**src/rtl/pwm_gesture_encoder.sv**
```systemverilog
// pwm_gesture_encoder
// Measures the high time of five servo PWM lines in microseconds, range-checks
// each pulse, tracks per-channel staleness, and folds the five widths into the
// 8-bit gesture code (8'h01 all high pose, 8'h02 all low pose, else 8'h00).
module pwm_gesture_encoder #(
   parameter int unsigned CLKS_PER_US      = 50,
   parameter int unsigned MIN_WIDTH_US     = 500,
   parameter int unsigned MAX_WIDTH_US     = 2500,
   parameter int unsigned FRAME_TIMEOUT_US = 25000,
   parameter int unsigned THRESH_HI_US     = 1550,
   parameter int unsigned THRESH_LO_US     = 1450
) (
   input  logic        clk,
   input  logic        reset,
   input  logic [4:0]  pwm_in,
   output logic [79:0] width_us,
   output logic [4:0]  ch_valid,
   output logic [4:0]  pulse_err,
   output logic [7:0]  gesture,
   output logic        gesture_strobe
);

   localparam int unsigned PS_W = (CLKS_PER_US > 1) ? $clog2(CLKS_PER_US) : 1;
   localparam int unsigned WC_W = $clog2(MAX_WIDTH_US + 2);
   localparam int unsigned TO_W = $clog2(FRAME_TIMEOUT_US + 1);

   localparam logic [PS_W-1:0] PS_LAST  = PS_W'(CLKS_PER_US - 1);
   localparam logic [WC_W-1:0] WC_MIN   = WC_W'(MIN_WIDTH_US);
   localparam logic [WC_W-1:0] WC_MAX   = WC_W'(MAX_WIDTH_US);
   localparam logic [WC_W-1:0] WC_OVER  = WC_W'(MAX_WIDTH_US + 1);
   localparam logic [TO_W-1:0] TO_LIMIT = TO_W'(FRAME_TIMEOUT_US);
   localparam logic [15:0]     TH_HI    = 16'(THRESH_HI_US);
   localparam logic [15:0]     TH_LO    = 16'(THRESH_LO_US);

   typedef enum logic [1:0] {
      S_ARM  = 2'd0,
      S_LOW  = 2'd1,
      S_HIGH = 2'd2
   } state_t;

   logic [4:0] r_sync1;
   logic [4:0] r_sync2;
   logic [4:0] r_prev;
   logic [4:0] w_rise;
   logic [4:0] w_fall;

   // Two-stage synchronizer plus edge register. Reset to all ones so a line
   // that is already high when reset releases never looks like a rising edge.
   always_ff @(posedge clk or posedge reset) begin
      if (reset) begin
         r_sync1 <= '1;
         r_sync2 <= '1;
         r_prev  <= '1;
      end else begin
         r_sync1 <= pwm_in;
         r_sync2 <= r_sync1;
         r_prev  <= r_sync2;
      end
   end

   assign w_rise = r_sync2 & ~r_prev;
   assign w_fall = ~r_sync2 & r_prev;

   for (genvar g = 0; g < 5; g++) begin : g_ch
      state_t          r_state;
      state_t          w_state_nxt;
      logic [PS_W-1:0] r_pre;
      logic [WC_W-1:0] r_wcnt;
      logic [PS_W-1:0] r_to_pre;
      logic [TO_W-1:0] r_to_cnt;
      logic [15:0]     r_width;
      logic            r_valid;
      logic            r_err;
      logic            w_start;
      logic            w_accept;
      logic            w_reject;

      // Channel FSM state register
      always_ff @(posedge clk or posedge reset) begin
         if (reset) r_state <= S_ARM;
         else       r_state <= w_state_nxt;
      end

      // Next state and pulse evaluation (accept / reject decisions)
      always_comb begin
         w_state_nxt = r_state;
         w_start     = 1'b0;
         w_accept    = 1'b0;
         w_reject    = 1'b0;
         case (r_state)
            S_ARM: begin
               if (!r_sync2[g]) w_state_nxt = S_LOW;
            end
            S_LOW: begin
               if (w_rise[g]) begin
                  w_state_nxt = S_HIGH;
                  w_start     = 1'b1;
               end
            end
            S_HIGH: begin
               if (w_fall[g]) begin
                  w_state_nxt = S_LOW;
                  if (r_wcnt >= WC_MIN && r_wcnt <= WC_MAX) w_accept = 1'b1;
                  else                                      w_reject = 1'b1;
               end else if (r_wcnt == WC_OVER) begin
                  w_state_nxt = S_ARM;
                  w_reject    = 1'b1;
               end
            end
            default: w_state_nxt = S_ARM;
         endcase
      end

      // Width prescaler and microsecond counter; the rising-edge cycle already
      // counts as the first high cycle so the result is floor(cycles/CLKS_PER_US).
      always_ff @(posedge clk or posedge reset) begin
         if (reset) begin
            r_pre  <= '0;
            r_wcnt <= '0;
         end else if (w_start) begin
            if (CLKS_PER_US == 1) begin
               r_pre  <= '0;
               r_wcnt <= WC_W'(1);
            end else begin
               r_pre  <= PS_W'(1);
               r_wcnt <= '0;
            end
         end else if (r_state == S_HIGH && r_wcnt != WC_OVER) begin
            if (r_pre == PS_LAST) begin
               r_pre  <= '0;
               r_wcnt <= r_wcnt + WC_W'(1);
            end else begin
               r_pre <= r_pre + PS_W'(1);
            end
         end
      end

      // Microseconds since the last rising edge, saturating at the timeout
      always_ff @(posedge clk or posedge reset) begin
         if (reset) begin
            r_to_pre <= '0;
            r_to_cnt <= '0;
         end else if (w_rise[g]) begin
            if (CLKS_PER_US == 1) begin
               r_to_pre <= '0;
               r_to_cnt <= TO_W'(1);
            end else begin
               r_to_pre <= PS_W'(1);
               r_to_cnt <= '0;
            end
         end else if (r_to_cnt != TO_LIMIT) begin
            if (r_to_pre == PS_LAST) begin
               r_to_pre <= '0;
               r_to_cnt <= r_to_cnt + TO_W'(1);
            end else begin
               r_to_pre <= r_to_pre + PS_W'(1);
            end
         end
      end

      // Channel outputs: latch accepted width, flag errors, expire stale data
      always_ff @(posedge clk or posedge reset) begin
         if (reset) begin
            r_width <= '0;
            r_valid <= 1'b0;
            r_err   <= 1'b0;
         end else begin
            r_err <= w_reject;
            if (w_accept) begin
               r_width <= 16'(r_wcnt);
               r_valid <= 1'b1;
            end else if (w_reject) begin
               r_valid <= 1'b0;
            end
            if (r_to_cnt == TO_LIMIT) r_valid <= 1'b0;
         end
      end

      assign width_us[16*g +: 16] = r_width;
      assign ch_valid[g]          = r_valid;
      assign pulse_err[g]         = r_err;
   end

   logic       w_all_hi;
   logic       w_all_lo;
   logic [7:0] w_gest_nxt;
   logic [7:0] r_gesture;
   logic       r_strobe;

   // Pose classification over all five channels
   always_comb begin
      w_all_hi = 1'b1;
      w_all_lo = 1'b1;
      for (int unsigned i = 0; i < 5; i++) begin
         if (width_us[16*i +: 16] < TH_HI) w_all_hi = 1'b0;
         if (width_us[16*i +: 16] > TH_LO) w_all_lo = 1'b0;
      end
      w_gest_nxt = 8'h00;
      if (&ch_valid) begin
         if (w_all_hi)      w_gest_nxt = 8'h01;
         else if (w_all_lo) w_gest_nxt = 8'h02;
      end
   end

   // Gesture register with change strobe
   always_ff @(posedge clk or posedge reset) begin
      if (reset) begin
         r_gesture <= 8'h00;
         r_strobe  <= 1'b0;
      end else begin
         r_gesture <= w_gest_nxt;
         r_strobe  <= (w_gest_nxt != r_gesture);
      end
   end

   assign gesture        = r_gesture;
   assign gesture_strobe = r_strobe;

endmodule

```
**config.mk**
```make
export PLATFORM = sky130hd
export DESIGN_NAME = pwm_gesture_encoder
export DESIGN_NICKNAME = d
export VERILOG_FILES = /design/src/rtl/pwm_gesture_encoder.sv
export SDC_FILE = /design/constraint.sdc
export NUM_CORES = 1
export LEC_CHECK = 0
export ABC_AREA = 1
export CAP_MARGIN = 20
export CORE_MARGIN = 1
export CORE_UTILIZATION = 40
export CTS_CLUSTER_DIAMETER = 80
export DETAILED_ROUTE_END_ITERATION = 12
export SLEW_MARGIN = 20
export SYNTH_ARGS = -nofsm -noshare
export SYNTH_HDL_FRONTEND = slang
export SYNTH_SLANG_ARGS = --single-unit
export TNS_END_PERCENT = 1
```
**constraint.sdc**
```tcl
create_clock -name clk -period 12.6 [get_ports clk]
set_input_delay 1.26 -clock clk [delete_from_list [all_inputs] [get_ports clk]]
set_output_delay 1.26 -clock clk [all_outputs]
set_load 0.02 [all_outputs]
```
Word level (Yosys, flattened, before mapping)
Cells that the tools add are included.

operators by class
  add/sub/neg operators = 20
  $lt $le $gt $ge = 20
  eq/ne operators = 56
  muxes and demuxes = 158
  bitwise operators = 4
  reduce and logical (&&, ||, !) cells = 56

operators by type and width
  cell                                                                               count
  15-bit two-way mux                                                                 15
  12-bit two-way mux                                                                 15
  6-bit two-way mux                                                                  30
  15-bit by 1-bit adder with 15-bit output, second input constant                    5
  15-bit equality test, second input constant                                        5
  15-bit inequality test, second input constant                                      5
  1-bit two-way mux                                                                  70
  12-bit by 1-bit adder with 12-bit output, second input constant                    5
  6-bit by 1-bit adder with 6-bit output, second input constant                      10
  12-bit equality test, second input constant                                        5
  6-bit equality test, second input constant                                         10
  12-bit by 9-bit >= comparator with 1-bit output, second input constant             5
  12-bit by 11-bit greater-than comparator with 1-bit output, second input constant  5
  12-bit less-or-equal comparator, second input constant                             5
  12-bit by 11-bit < comparator with 1-bit output, second input constant             5
  12-bit inequality test, second input constant                                      5
  2-bit two-way mux                                                                  23
  2-bit nonzero test                                                                 20
  2-bit one-hot mux with 3 select lines                                              5
  2-bit inequality test, second input constant                                       10
  2-bit AND reduction                                                                10
  3-bit inequality test, second input constant                                       5
  3-bit AND reduction                                                                5
  3-bit nonzero test                                                                 5
  8 further kinds                                                                    31

storage, ports and cells
  register bits after elaboration = 299
  input port bits = 7
  output and inout bits = 99
  logic and storage cells = 359

Logic depth before layout (Yosys ltp)
  depth after elaboration = 10
  gate-level depth with buffers = 12
  mapped depth without buffers = 11

Worst setup path after synthesis
OpenSTA, ideal clock, no wires.

  kind = register to output
  from = reg g_ch[1].r_valid
  to = out ch_valid[1]
  arrival time = 0.519 ns
  data required time = 11.340 ns
  setup slack = 10.821 ns
  stages on the path, launching flop included = 2
  path through = dfrtp_1 -> buf_4

RTL lines
  what                    line  text
  start, declared         72    logic r_valid;
  start signal, assigned  165   r_valid <= 1'b0;
  start signal, assigned  171   r_valid <= 1'b1;
  start signal, assigned  173   r_valid <= 1'b0;
  end, declared           17    output logic [4:0] ch_valid,

No word-level cell between the ends.

Worst setup path after layout
  from = reg g_ch[0].r_width[4]
  to = out width_us[4]

RTL lines
  what                    line  text
  start, declared         71    logic [15:0] r_width;
  start signal, assigned  170   r_width <= 16'(r_wcnt);
  end, declared           16    output logic [79:0] width_us,

No word-level cell between the ends.

==> results.yml <==
clock_network:
  cts-resized-gates: 0
  clk-insertion-delay-late_ns: 0.52
  clkTransAtPathRegs_ns: 0.06
  cts_max_level: 2
  cts_setup_buffers: 0
  clockBufferDepth: 3
  clock-sinks: 293
  ctsHoldBuffers: 0
  cts_tree: "yes"
  clockRootBuffer: "clkbuf_16"
  cts_buffers: 34
sta:
  finalCritPeriodShare_pct: 23.6
  fin_skew_ns: 0.0115
  slew_headroom_pct: 33.4
  tns_ns: 0
  min_period_ns: 2.97
  finalMaxSlewViolations: 0
  worst_slew_pin_slew_ns: 0.995
  finalHoldViolCount: 0
  holdWs_ns: 0.353
  rsz0062_at_grt: "no"
  setup_violations: 0
  max_clock_freq_mhz: 337
setup_path:
  cp.depth: 1
  rrSetupSlack_ns: 10.10
  worstRegToRegCells: 10
  startpoint: "g_ch[0].r_width[4]"
  cp_top_family: "buffers and inverters"
  cp_data_arrival_time_ns: 1.71
  cp_cell_sequence: "clkdlybuf4s50_1"
  critPathSlowestCell: "clkdlybuf4s50_1"
  endpoint: "width_us[4]"
  rr_endpoint: "g_ch[2].r_wcnt[1]"
  critPathMaxFanout: 6
  path_buf_inv: 1
  cpPeakStageDelay_ns: 0.69
  cp-end-kind: "primary output"
  path_class: "flop to primary output"
  startpoint_type: "flop"
  timing.rr.start: "r_sync2[2]"
  cp.required_ns: 11.34
synth:
  synth.distinct_cells: 51
  ys.flop_type: "dfrtp_1"
  synthCells: 2243
  synthMuxAreaShare_pct: 0
  synth_edf_count: 0
  async_flop_share_pct: 100
  synth-adder-area-share_pct: 3.29
  ys.warnings.count: 0
  synth-seq-area-share_pct: 42.9
  synth_top_family_by_area: "simple AND/OR/NAND/NOR gates"
  synth-xor-area-share_pct: 4.66
  synth_area_per_cell_um2: 7.63
  synth-seq-cells: 293
  synth_area_mm2: 0.0171
  synthSimpleGateAreaFrac_pct: 30.7
  synth_compound_area_share_pct: 9.36
route:
  ant_nets: 0
  vias: 14610
  drtPass1Iterations: 6
  wl_per_cell_um: 13.5
  drc: 0
  dr.first_iter.drc_count: 1027
  vias_per_cell: 5.09
  wl_mm: 38.7
power:
  p_total_mw: 2.54
  p_leak_nw: 8.61
  powerDensity_mw_per_mm2: 132
  worst_ir_drop_vdd_uv: 78.8
final_layout:
  fillerInstances: 4187
  multi_input_area_mm2: 0.00832
  nNetsFinal: 2358
  instances_no_fill: 2870
  num_antenna_cells: 0
  seq_area_mm2: 0.00735
  drive_above_1_share_pct: 5.79
  area_delta_synth_final_pct: 12.5
placement:
  io_buffers: 79
  dp_hpwl_mm: 27.6
  globalplace.congestion: 0.916
  dp_cells: 2808
floorplan:
  fp.dieH_um: 209
  die-area_mm2: 0.0436
  boundaryPins: 106
  core_mm2: 0.0420
  rows: 75
  die_w_um: 209
  start_util_pct: 40.7
global_route:
  antenna_found_initial: 0
  track_usage_pct: 18.2
  first_global_vias: 13815
  grt_max_degree: 186
  grt_pass1_wl_mm: 67.0
  globalRouteOverflowTotal: 0
status:
  status: "complete, no violations"
worst_hold_path:
  hold-path-cell-count: 0
  hp-class: "flop to flop"
flow_run:
  drv_cap: 0
[cells in the mapped netlist (3+ instances only)]
cell type / count / share of area, %
nand2_1: 579 / 13
dfrtp_1: 278 / 41
inv_1: 251 / 5.5
nor2_1: 210 / 4.6
nand3_1: 192 / 5.6
o21ai_0: 169 / 4.9
xor2_1: 83 / 4.2
nand4_1: 78 / 2.9
nor3_1: 65 / 1.9
buf_4: 48 / 2.1
ha_1: 45 / 3.3
o31ai_1: 36 / 1.6
a21oi_1: 30 / 0.88
buf_2: 15 / 0.44
dfstp_2: 15 / 2.3
inv_2: 11 / 0.24
o21ai_2: 10 / 0.51
or2_2: 10 / 0.37
clkbuf_1: 9 / 0.20
nand2_2: 9 / 0.33
o21ai_1: 9 / 0.26
nand2_4: 8 / 0.53
xnor2_1: 8 / 0.41
o22ai_1: 7 / 0.26
and3_1: 6 / 0.22
buf_6: 6 / 0.39
nor2_2: 6 / 0.22
nand3b_1: 5 / 0.22
nand3_2: 4 / 0.23
o211ai_1: 4 / 0.18
a31oi_1: 3 / 0.11
clkinv_1: 3 / 0.066
nor2_4: 3 / 0.20
nor4_1: 3 / 0.11
nor4_2: 3 / 0.22
o41ai_1: 3 / 0.15
[metal layers]
layer | share of wire [%] | track usage, % | routed length, µm
met1 | 48 | 25.3 | 18700
met2 | 45 | 29.4 | 17600
met3 | 4.4 | 2.63 | 1690
met4 | 2.1 | 5.35 | 818
met5 | 0 | 0 | 0
[cell type report]
cell class              count  area share, %
multi-input cells        1630           43.2
flip-flops and latches    293           38.2
inverters                 265           5.21
clock buffers              52           4.99
repair buffers             82           4.39
well taps                 539           3.50
clock inverters             9          0.513
[state kept, by name, indices dropped and copies added, names as in the netlist]
signal,flops
g_ch.r_to_cnt,75
g_ch.r_wcnt,60
g_ch.r_width,60
g_ch.r_pre,30
g_ch.r_to_pre,30
g_ch.r_state,10
g_ch.r_err,5
g_ch.r_valid,5
r_prev,5
r_sync1,5
r_sync2,5
gesture,2
gesture_strobe,1
[cells in the final DEF (no fill, tap or decap), drive strengths merged, types with 26 or more instances in the layout]
| cell type | netlist | layout |
|---|---|---|
| clkbuf | 9 | 52 |
| ha | 45 | 45 |
| nand4 | 78 | 78 |
| nand2 | 596 | 596 |
| a21oi | 31 | 31 |
| xor2 | 83 | 83 |
| o21ai | 188 | 188 |
| nand3 | 196 | 196 |
| inv | 262 | 263 |
| dfrtp | 278 | 278 |
| nor2 | 219 | 219 |
| conb | 1 | 26 |
| nor3 | 68 | 68 |
| clkdlybuf4s50 | 0 | 79 |
| o31ai | 36 | 36 |
[worst min-delay path by stage]
stage | start | to
3_3_place_gp | r_sync1[3] | r_sync2[3]
2_1_floorplan | r_sync1[0] | r_sync2[0]
6_report | r_sync1[0] | r_sync2[0]
5_1_grt | r_sync1[3] | r_sync2[3]
4_1_cts | r_sync1[0] | r_sync2[0]
3_5_place_dp | r_sync1[0] | r_sync2[0]
[cells by family (layout without fill, tap and decap cells)]
group | after synthesis | after routing
XOR/XNOR | 91 | 91
AND/OR/NAND/NOR | 1187 | 1187
adder cells (fa/ha/maj) | 45 | 45
flip-flops | 293 | 293
buffers and inverters | 345 | 408
AO/OA/AOI/OAI | 281 | 281
other | 1 | 26
[stage by stage]
stage | worst slack [ns] | util (%) | instance area [µm²]
after floorplan | 3.27 | - | 17200
after global placement | 9.20 | 43.2 | 18200
after detailed placement | 9.21 | 43.2 | 18200
after CTS | 9.57 | 45.7 | 19200
after global routing | 9.56 | 45.8 | 19300
final | 9.63 | 45.8 | 19300
[power breakdown]
part           switching, mW  internal, mW
sequential             0.116          1.05
clock                  0.382         0.567
combinational          0.283         0.146
Power figures use the tool's default switching activity.
